`src/rtl/calc_pkg.sv`:
```
// Shared key codes, operation codes, FSM states and digit-entry helper
// for the keypad calculator sequencer.
package calc_pkg;

    localparam logic [3:0] KEY_A    = 4'd10;
    localparam logic [3:0] KEY_B    = 4'd11;
    localparam logic [3:0] KEY_C    = 4'd12;
    localparam logic [3:0] KEY_D    = 4'd13;
    localparam logic [3:0] KEY_AST  = 4'd14;
    localparam logic [3:0] KEY_HASH = 4'd15;

    typedef enum logic [1:0] {
        OP_ADD = 2'd0,
        OP_SUB = 2'd1,
        OP_MUL = 2'd2
    } op_sel_t;

    typedef enum logic [2:0] {
        S_A,
        S_B,
        S_ISSUE,
        S_WAIT,
        S_SHOW
    } state_t;

    // Shift a new decimal digit into a 2-digit operand; result stays in 0..99.
    function automatic logic [6:0] shift_digit(input logic [6:0] cur, input logic [3:0] d);
        logic [6:0] low;
        low = cur % 7'd10;
        return low * 7'd10 + {3'b000, d};
    endfunction

    function automatic op_sel_t sel_of(input logic [3:0] code);
        case (code)
            KEY_B:   return OP_SUB;
            KEY_C:   return OP_MUL;
            default: return OP_ADD;
        endcase
    endfunction

endpackage

```
`src/rtl/calc_sequencer_debounce.sv`:
```
// Keypad debouncer: one event per press, requires stable single key and
// a stable all-released period before re-arming.
module key_debounce_encoder #(
    parameter int DEBOUNCE_CYCLES = 4
) (
    input  logic        clk,
    input  logic        rst,
    input  logic [15:0] keys_n,
    output logic        key_evt,
    output logic [3:0]  key_code
);

    localparam logic [7:0] DB = 8'(DEBOUNCE_CYCLES);

    logic [4:0] low_cnt;
    logic [3:0] low_idx;
    logic [7:0] cnt;
    logic [7:0] cnt_inc;
    logic [3:0] cand;
    logic       armed;

    always_comb begin
        low_cnt = '0;
        low_idx = '0;
        for (int unsigned i = 0; i < 16; i++) begin
            if (!keys_n[i]) begin
                low_cnt = low_cnt + 5'd1;
                low_idx = 4'(i);
            end
        end
    end

    assign cnt_inc = cnt + 8'd1;

    always_ff @(posedge clk) begin
        if (rst) begin
            cnt      <= '0;
            cand     <= '0;
            armed    <= 1'b1;
            key_evt  <= 1'b0;
            key_code <= '0;
        end else begin
            key_evt <= 1'b0;
            if (!armed) begin
                // Re-arm only after every line has read high long enough.
                if (low_cnt == 5'd0) begin
                    if (cnt_inc == DB) begin
                        armed <= 1'b1;
                        cnt   <= '0;
                    end else begin
                        cnt <= cnt_inc;
                    end
                end else begin
                    cnt <= '0;
                end
            end else if (low_cnt == 5'd1) begin
                if (cnt != 8'd0 && low_idx == cand) begin
                    if (cnt_inc == DB) begin
                        key_evt  <= 1'b1;
                        key_code <= low_idx;
                        armed    <= 1'b0;
                        cnt      <= '0;
                    end else begin
                        cnt <= cnt_inc;
                    end
                end else begin
                    cand <= low_idx;
                    if (DB == 8'd1) begin
                        key_evt  <= 1'b1;
                        key_code <= low_idx;
                        armed    <= 1'b0;
                        cnt      <= '0;
                    end else begin
                        cnt <= 8'd1;
                    end
                end
            end else begin
                cnt <= '0;
            end
        end
    end

endmodule

```
`src/rtl/calc_sequencer.sv`:
```
// Calculator controller: operand entry from debounced keys, start/done
// handshake to the arithmetic unit, result latching and timeout.
module calc_sequencer
    import calc_pkg::*;
#(
    parameter int DEBOUNCE_CYCLES = 4,
    parameter int TIMEOUT_CYCLES  = 64
) (
    input  logic        clk,
    input  logic        rst,
    input  logic [15:0] keys_n,
    output logic [6:0]  op_a,
    output logic [6:0]  op_b,
    output logic [1:0]  op_sel,
    output logic        op_start,
    input  logic        alu_done,
    input  logic [13:0] alu_result,
    input  logic        alu_sign,
    output logic [13:0] resultado,
    output logic        sinal,
    output logic        entry_b,
    output logic        busy,
    output logic        err
);

    localparam logic [15:0] TO = 16'(TIMEOUT_CYCLES);

    state_t      state, state_n;
    op_sel_t     sel_q, sel_n;
    logic [6:0]  op_a_n, op_b_n;
    logic [13:0] res_n;
    logic        sign_n, err_n;
    logic [15:0] tmo, tmo_n;
    logic        key_evt, evt_q;
    logic [3:0]  key_code, code_q;
    logic        is_digit, is_op;

    key_debounce_encoder #(
        .DEBOUNCE_CYCLES(DEBOUNCE_CYCLES)
    ) u_deb (
        .clk      (clk),
        .rst      (rst),
        .keys_n   (keys_n),
        .key_evt  (key_evt),
        .key_code (key_code)
    );

    assign is_digit = (code_q <= 4'd9);
    assign is_op    = (code_q >= KEY_A) && (code_q <= KEY_C);
    assign op_sel   = sel_q;
    assign op_start = (state == S_ISSUE);
    assign busy     = (state == S_ISSUE) || (state == S_WAIT);
    assign entry_b  = (state == S_B);

    always_ff @(posedge clk) begin
        if (rst) begin
            state     <= S_A;
            op_a      <= '0;
            op_b      <= '0;
            sel_q     <= OP_ADD;
            resultado <= '0;
            sinal     <= 1'b0;
            err       <= 1'b0;
            tmo       <= '0;
            evt_q     <= 1'b0;
            code_q    <= '0;
        end else begin
            state     <= state_n;
            op_a      <= op_a_n;
            op_b      <= op_b_n;
            sel_q     <= sel_n;
            resultado <= res_n;
            sinal     <= sign_n;
            err       <= err_n;
            tmo       <= tmo_n;
            evt_q     <= key_evt;
            code_q    <= key_code;
        end
    end

    always_comb begin
        state_n = state;
        op_a_n  = op_a;
        op_b_n  = op_b;
        sel_n   = sel_q;
        res_n   = resultado;
        sign_n  = sinal;
        err_n   = err;
        tmo_n   = tmo;
        case (state)
            S_A, S_B: begin
                if (evt_q) begin
                    if (is_digit) begin
                        if (state == S_A) op_a_n = shift_digit(op_a, code_q);
                        else              op_b_n = shift_digit(op_b, code_q);
                    end else if (is_op) begin
                        sel_n   = sel_of(code_q);
                        state_n = S_ISSUE;
                    end else if (code_q == KEY_D) begin
                        op_a_n  = '0;
                        op_b_n  = '0;
                        res_n   = '0;
                        sign_n  = 1'b0;
                        err_n   = 1'b0;
                        state_n = S_A;
                    end else if (code_q == KEY_AST) begin
                        if (state == S_A) op_a_n = '0;
                        else              state_n = S_A;
                    end else begin
                        state_n = S_B;
                    end
                end
            end
            S_ISSUE: begin
                err_n   = 1'b0;
                tmo_n   = '0;
                state_n = S_WAIT;
            end
            S_WAIT: begin
                if (alu_done) begin
                    res_n   = alu_result;
                    sign_n  = alu_sign;
                    state_n = S_SHOW;
                end else if (tmo + 16'd1 == TO) begin
                    err_n   = 1'b1;
                    state_n = S_SHOW;
                end else begin
                    tmo_n = tmo + 16'd1;
                end
            end
            S_SHOW: begin
                if (evt_q) begin
                    if (is_digit) begin
                        op_a_n  = {3'b000, code_q};
                        op_b_n  = '0;
                        state_n = S_A;
                    end else if (is_op) begin
                        sel_n   = sel_of(code_q);
                        state_n = S_ISSUE;
                    end else if (code_q == KEY_D) begin
                        op_a_n  = '0;
                        op_b_n  = '0;
                        res_n   = '0;
                        sign_n  = 1'b0;
                        err_n   = 1'b0;
                        state_n = S_A;
                    end else if (code_q == KEY_AST) begin
                        state_n = S_A;
                    end else begin
                        state_n = S_B;
                    end
                end
            end
            default: state_n = S_A;
        endcase
    end

endmodule

```
`config.mk`:
```
export PLATFORM = sky130hd
export DESIGN_NAME = calc_sequencer
export DESIGN_NICKNAME = d
export VERILOG_FILES = /design/src/rtl/calc_pkg.sv /design/src/rtl/calc_sequencer_debounce.sv /design/src/rtl/calc_sequencer.sv
export SDC_FILE = /design/constraint.sdc
export NUM_CORES = 1
export LEC_CHECK = 0
export CORE_UTILIZATION = 55
export CTS_CLUSTER_SIZE = 14
export DETAILED_ROUTE_END_ITERATION = 10
export PLACE_DENSITY = 0.87
export SETUP_SLACK_MARGIN = 0.2
export SYNTH_ARGS = -nofsm -noshare
export SYNTH_HDL_FRONTEND = slang
export SYNTH_SLANG_ARGS = --single-unit
```
`constraint.sdc`:
```
create_clock -name clk -period 37.3 [get_ports clk]
set_clock_uncertainty 0.2 [all_clocks]
set_input_delay 7.46 -clock clk [delete_from_list [all_inputs] [get_ports clk]]
set_output_delay 7.46 -clock clk [all_outputs]
set_load 0.1 [all_outputs]
```
==> results of run 1 <==
## synth_stat cells, drive strengths merged (23+ instances only)
| cell | count |
|---|---|
| a21oi | 62 |
| a22oi | 26 |
| clkbuf | 44 |
| dfxtp | 74 |
| ha | 38 |
| inv | 38 |
| nand2 | 66 |
| nand2b | 23 |
| nand3 | 24 |
| nor2 | 86 |
| nor2b | 30 |
| o21ai | 55 |
| xnor2 | 44 |
## layout make-up
cell class	instances	area [sq um]	area share
inverter	38	142.6	0.01833
tap	147	183.9	0.02363
timing repair buffer	69	683.2	0.08778
sequential	74	1481	0.1904
multi-input combinational	715	4979	0.6397
clock buffer	10	239.0	0.03071
clock inverter	6	73.82	0.009486
## kinds of logic after synthesis
family | after synthesis
AND/OR/NAND/NOR | 354
AO/OA/AOI/OAI | 221
buffers and inverters | 89
XOR/XNOR | 75
flip-flops | 74
adder cells (fa/ha/maj) | 43
multiplexers | 22
## through the flow
stage | power, uW | setup WS, ns | instance area, sq um
2_1_floorplan | 254.2 | 20.03 | 6799
3_3_place_gp | 281.6 | 18.91 | 7470
3_5_place_dp | 286.8 | 18.62 | 7470
4_1_cts | 377.3 | 18.95 | 7782
5_1_grt | 404.6 | 17.97 | 7782
6_report | 377.5 | 18.91 | 7782
## power by group
group          leakage (uW)  switching, uW  internal, uW
clock              0.000147           35.7          54.4
combinational       0.00220            114          92.4
sequential         0.000596          0.872          80.1
total               0.00295            151           227
## registers in the layout (all words and copies together), names as in the netlist
name	cells
u_deb.armed	1
resultado	14
err	1
sinal	1
op_sel	2
tmo	16
op_a	7
op_b	7
u_deb.cnt	8
code_q	4
evt_q	1
u_deb.key_evt	1
state	3
u_deb.cand	4
u_deb.key_code	4
## worst max path at each step
stage	slack, ns	to	startpoint	cells after the start
6_report	18.91	u_deb.key_code[2]	keys_n[1]	54
5_1_grt	17.97	u_deb.key_code[1]	keys_n[1]	54
3_5_place_dp	18.62	u_deb.key_code[2]	keys_n[1]	54
3_3_place_gp	18.91	u_deb.key_code[0]	keys_n[1]	54
2_1_floorplan	20.03	u_deb.key_code[0]	keys_n[0]	52
4_1_cts	18.95	u_deb.key_code[2]	keys_n[1]	54
## worst max-delay path: cells and delay by family
family                     cells  cell delay [ns]
AOI/OAI and AO/OA             13             2.10
adders and majority gates     13             3.56
buffers and inverters          4             0.79
muxes                          2             0.80
and+or+nand+nor               22             3.72
## routing by layer
| layer | global-route usage | up-vias | part of all wire |
|---|---|---|---|
| li1 | - | 3220 | - |
| met1 | 0.3300 | 2979 | 0.46 |
| met2 | 0.4119 | 190 | 0.48 |
| met3 | 0.03642 | 35 | 0.041 |
| met4 | 0.07982 | 0 | 0.021 |
| met5 | 0 | - | 0 |
==> flow_summary_export.csv, run 1 <==
group,metric,value,unit
outcome,status,"completed",
logic_synthesis,async_reset_ff_frac,0,
logic_synthesis,synth.top_cell.area_share,0.2179,
logic_synthesis,ys_warn_count,0,
hold_path,min_from,"u_deb.key_evt",
logic_synthesis,syn_avg_cell_area,7.744,sq um
clock_network,cts_sinks,74,
sta,post-route-period-util,0.4930,
setup_path,reg2reg_to,"op_b[6]",
logic_synthesis,synth_mux_area_frac,0.03441,
setup_path,worstSetupEndpointType,"flip-flop",
floorplan,core_area,0.01201,sq mm
setup_path,worstReg2RegStart,"op_b[5]",
clock_network,cts_setup_buffers,0,
setup_path,r2r_setup_slack,32.18,ns
logic_synthesis,syn_nets,954,
hold_path,hp-class,"flip-flop to flip-flop",
logic_synthesis,yosys.area_share.adder,0.08318,
cells_and_area,final_cell_mix,"nor2_1, dfxtp_1, clkdlybuf4s50_1",
placed_design,dp.cells,1043,
pwr,vdd_drop_max,0.05884,mV
drt,drtAntennaViolNets,0,
setup_path,crit_type,"input port to flip-flop",
sta,drv_slew,0,
sta,setup_viol,0,
sta,grt_setup_unrepaired,"false",
sta,relSlewSlack,0.3176,
clock_network,numCtsBuffers,9,
sta,fmax,0.05438,GHz
global_routing,grt-ovfl-total,0,
drt,dr_total_vias,6424,
logic_synthesis,synthCells,878,
logic_synthesis,synth_compound_area_frac,0.2039,
setup_path,start_kind,"input port",
global_routing,antenna_found_initial,0,
logic_synthesis,synthSimpleGateAreaFrac,0.2849,
floorplan,start_util,0.5660,
sta,setup_tns,0,ns
drt,first_iter_violations,526,
clock_network,cts_tree,"done",
cells_and_area,layout_commonest_cell,"nor2_1",
cells_and_area,final_core_utilization,0.6479,
clock_network,cts_max_level,3,
setup_path,crit_path_max_fanout,10,
placed_design,gp_congestion,0.8782,
logic_synthesis,synth_edf_count,0,
sta,hold_ws,0.2565,ns
cells_and_area,syn2layout_area_growth,14.46,%
clock_network,clk_path_buf_depth,2,
logic_synthesis,syn-cell-area,0.006799,sq mm
floorplan,pin_count,69,
sta,period_minus_slack,18.39,ns
logic_synthesis,synth_xor_area_frac,0.1259,
floorplan,row_count,40,
clock_network,clock_latency,0.33,ns
floorplan,die_area,0.01281,sq mm
logic_synthesis,synth_cell_types,83,
placed_design,dp_hpwl,11.02,mm
placed_design,io_buffers,68,
clock_network,ctsResizeCount,0,
clock_network,hold_buffers,0,
setup_path,arrival,18.42,ns
floorplan,die_w,113.2,microns
clock_network,cts.clk_slew.worst_paths,0.06,ns
pwr,p_leak,0.002946,uW
clock_network,ctsRootBufferMaster,"clkbuf_16",
cells_and_area,diodes,0,
sta,finalHoldViolations,0,
global_routing,grt_max_degree,75,
job,max_cap_violations,0,
logic_synthesis,synth_seq_cells,74,
floorplan,dieHeight,113.2,microns
cells_and_area,nFillCells,985,
setup_path,reg2regPathDepth,19,
logic_synthesis,ys_seq_area_frac,0.2179,
global_routing,grtUsageTotal,0.2476,
logic_synthesis,synth_top_family_by_area,"simple AND/OR/NAND/NOR gates",
pwr,p_per_area,48.51,mW/mm^2
cells_and_area,fin_nets,983,
hold_path,hold_depth,1,
setup_path,slowest_delay,0.51,ns
drt,drcViolationCount,0,
drt,avgRoutedWirePerCell,14.59,microns
logic_synthesis,synth-main-ff-cell,"dfxtp_1",
setup_path,cp_data_required_time,37.33,ns
global_routing,grt_pass1_vias,5853,
global_routing,grt_pass1_wl,26.67,mm
hold_path,worstHoldEndpoint,"evt_q",
drt,first_pass_iters,5,
logic_synthesis,synthTopCellsByArea,"dfxtp_1, ha_1, xnor2_1",
logic_synthesis,yosys.area.top_type,"dfxtp_1",
cells_and_area,layout-drive-gt1-share,0.06250,
sta,tightest_slew,1.020,ns
cells_and_area,final_cells,1059,
setup_path,crit_top_cell,"ha_1",
drt,wirelength,15.46,mm
drt,via_per_inst,6.066,
setup_path,crit_path_top_delay_cell,"clkdlybuf4s50_1",
Note: power is estimated with default switching activity, not from simulation.
==> run 2: changes to the inputs <==
==> constraint.sdc (replaced) <==
create_clock -name clk -period 17.1 [get_ports clk]
set_clock_uncertainty 0.2 [all_clocks]
set_input_delay 3.42 -clock clk [delete_from_list [all_inputs] [get_ports clk]]
set_output_delay 3.42 -clock clk [all_outputs]
set_load 0.1 [all_outputs]
==> run 2 against run 1 <==
Net effect: flip-flop and latch count is the same; sequential share of layout area is essentially flat; combinational power grew 120%; largest cell class unchanged; clock power grew 120%; die area is the same; highest routed layer unchanged.
==> flow_summary_export.csv, run 2 (same netlist as run 1, synthesis figures left out) <==
group,metric,value,unit
outcome,status,"completed",
pwr,seq_power_share,0.215,
cells_and_area,multiInputGateArea,0.004979,sq mm
drt,via_per_inst,6.121,
setup_path,cp_data_required_time,17.13,ns
clock_network,hold_buffers,0,
setup_path,reg2reg_to,"op_b[6]",
setup_path,slowest_delay,0.51,ns
setup_path,setup.worst_path.start,"keys_n[1]",
hold_path,hold_depth,1,
placed_design,io_buffers,68,
cells_and_area,nFillCells,978,
clock_network,cts.clk_slew.worst_paths,0.06,ns
cells_and_area,stdcell_area,0.007779,sq mm
placed_design,place_area,0.007470,sq mm
sta,setup_tns,0,ns
setup_path,crit_type,"input port to flip-flop",
setup_path,r2r_setup_slack,11.89,ns
setup_path,worstReg2RegStart,"op_b[5]",
sta,finalHoldViolations,0,
sta,fmax,0.06926,GHz
setup_path,cp_num_buf_inv,4,
sta,grt_setup_unrepaired,"false",
setup_path,crit_top_cell,"ha_1",
sta,setup_ws,2.662,ns
clock_network,cts_sinks,74,
hold_path,hp-class,"flip-flop to flip-flop",
hold_path,worstHoldEndpoint,"evt_q",
setup_path,crit_path_max_fanout,10,
setup_path,crit_path_top_delay_cell,"clkdlybuf4s50_1",
setup_path,start_kind,"input port",
pwr,switching_share,0.4011,
clock_network,clk_path_buf_depth,2,
sta,post-route-period-util,0.8443,
setup_path,reg2regPathDepth,19,
pwr,p_sw,329.3,uW
cells_and_area,fin_nets,983,
drt,drcViolationCount,0,
cells_and_area,syn2layout_area_growth,14.41,%
clock_network,ctsResizeCount,0,
drt,dr_total_vias,6482,
clock_network,cts_setup_buffers,0,
cells_and_area,layout_commonest_cell,"nor2_1",
floorplan,row_count,40,
cells_and_area,top_register,"tmo",
pwr,vdd_drop_max,0.1338,mV
drt,first_iter_violations,533,
clock_network,clock_latency,0.34,ns
pwr,p_leak,0.002947,uW
floorplan,pin_count,69,
cells_and_area,layout-drive-gt1-share,0.06250,
global_routing,grt-ovfl-total,0,
sta,setup_viol,0,
placed_design,pre_cts_ws,2.396,ns
global_routing,grt_pass1_vias,5789,
setup_path,arrival,14.47,ns
clock_network,ctsRootBufferMaster,"clkbuf_16",
drt,avgRoutedWirePerCell,14.69,microns
drt,first_pass_iters,6,
setup_path,worstSetupEndpointType,"flip-flop",
floorplan,start_util,0.5660,
cells_and_area,largest_reg_flops,16,
sta,tightest_slew,1.051,ns
floorplan,die_w,113.2,microns
pwr,combPwrFrac,0.546,
sta,period_minus_slack,14.44,ns
placed_design,dp_hpwl,11.06,mm
hold_path,min_from,"u_deb.key_evt",
sta,relSlewSlack,0.2966,
drt,drtAntennaViolNets,0,
clock_network,cts_max_level,3,
cells_and_area,final_cell_mix,"nor2_1, dfxtp_1, clkdlybuf4s50_1",
global_routing,grtUsageTotal,0.2503,
floorplan,die_area,0.01281,sq mm
pwr,power.share.clock,0.239,
cells_and_area,seq_area,0.001481,sq mm
global_routing,antenna_found_initial,0,
clock_network,cts_tree,"done",
floorplan,dieHeight,113.2,microns
floorplan,core_area,0.01201,sq mm
job,max_cap_violations,0,
global_routing,grt_pass1_wl,26.61,mm
setup_path,crit_family,"simple AND/OR/NAND/NOR gates",
setup_path,path_depth,54,
cells_and_area,final_core_utilization,0.6476,
cells_and_area,diodes,0,
pwr,p_per_area,105.5,mW/mm^2
global_routing,grt_max_degree,75,
drt,wirelength,15.56,mm
cells_and_area,reg_top3,"tmo: 16 flops, resultado: 14 flops, u_deb.cnt: 8 flops",
sta,drv_slew,0,
clock_network,numCtsBuffers,9,
placed_design,gp_congestion,0.8782,
pwr,intPower,491.6,uW
==> run 2: layout make-up <==
type / instances / share of cell area
Multi-Input combinational cell: 715 / 0.6400
Sequential cell: 74 / 0.1904
Timing Repair Buffer: 69 / 0.08782
Clock buffer: 9 / 0.02895
Tap cell: 147 / 0.02364
Inverter: 38 / 0.01834
Clock inverter: 7 / 0.01078
==> run 2: worst max path at each step <==
stage                             end  slack [ns]
CTS                 u_deb.key_code[2]        2.73
floorplan           u_deb.key_code[0]        3.87
global placement    u_deb.key_code[0]        2.76
global route        u_deb.key_code[0]        1.66
detailed placement  u_deb.key_code[2]        2.40
finish              u_deb.key_code[0]        2.66
==> run 2: through the flow <==
| step | total power [uW] | cells | hold slack, ns |
|---|---|---|---|
| CTS | 823.6 | 1059 | 0.2617 |
| detailed placement | 627.0 | 1043 | 0.2283 |
| floorplan | 554.4 | 878 | 0.2138 |
| global route | 879.9 | 1059 | 0.2835 |
| global placement | 614.1 | 1043 | 0.2154 |
| finish | 820.9 | 1059 | 0.2565 |
==> run 2: routing by layer <==
layer / GRT usage / up-vias / wire (microns)
met5: 0 / - / 0
met4: 0.07544 / 0 / 255
met3: 0.04124 / 22 / 643
met2: 0.4184 / 195 / 7536
met1: 0.3311 / 3035 / 7126
li1: - / 3230 / -
==> run 2: power groups by stage <==
stage / sequential (uW) / clock, uW / combinational (uW)
after floorplan: 179 / 0 / 375
after global placement: 180 / 0 / 434
after detailed placement: 180 / 0 / 447
after CTS: 176 / 199 / 448
after global routing: 177 / 207 / 496
final: 177 / 196 / 449
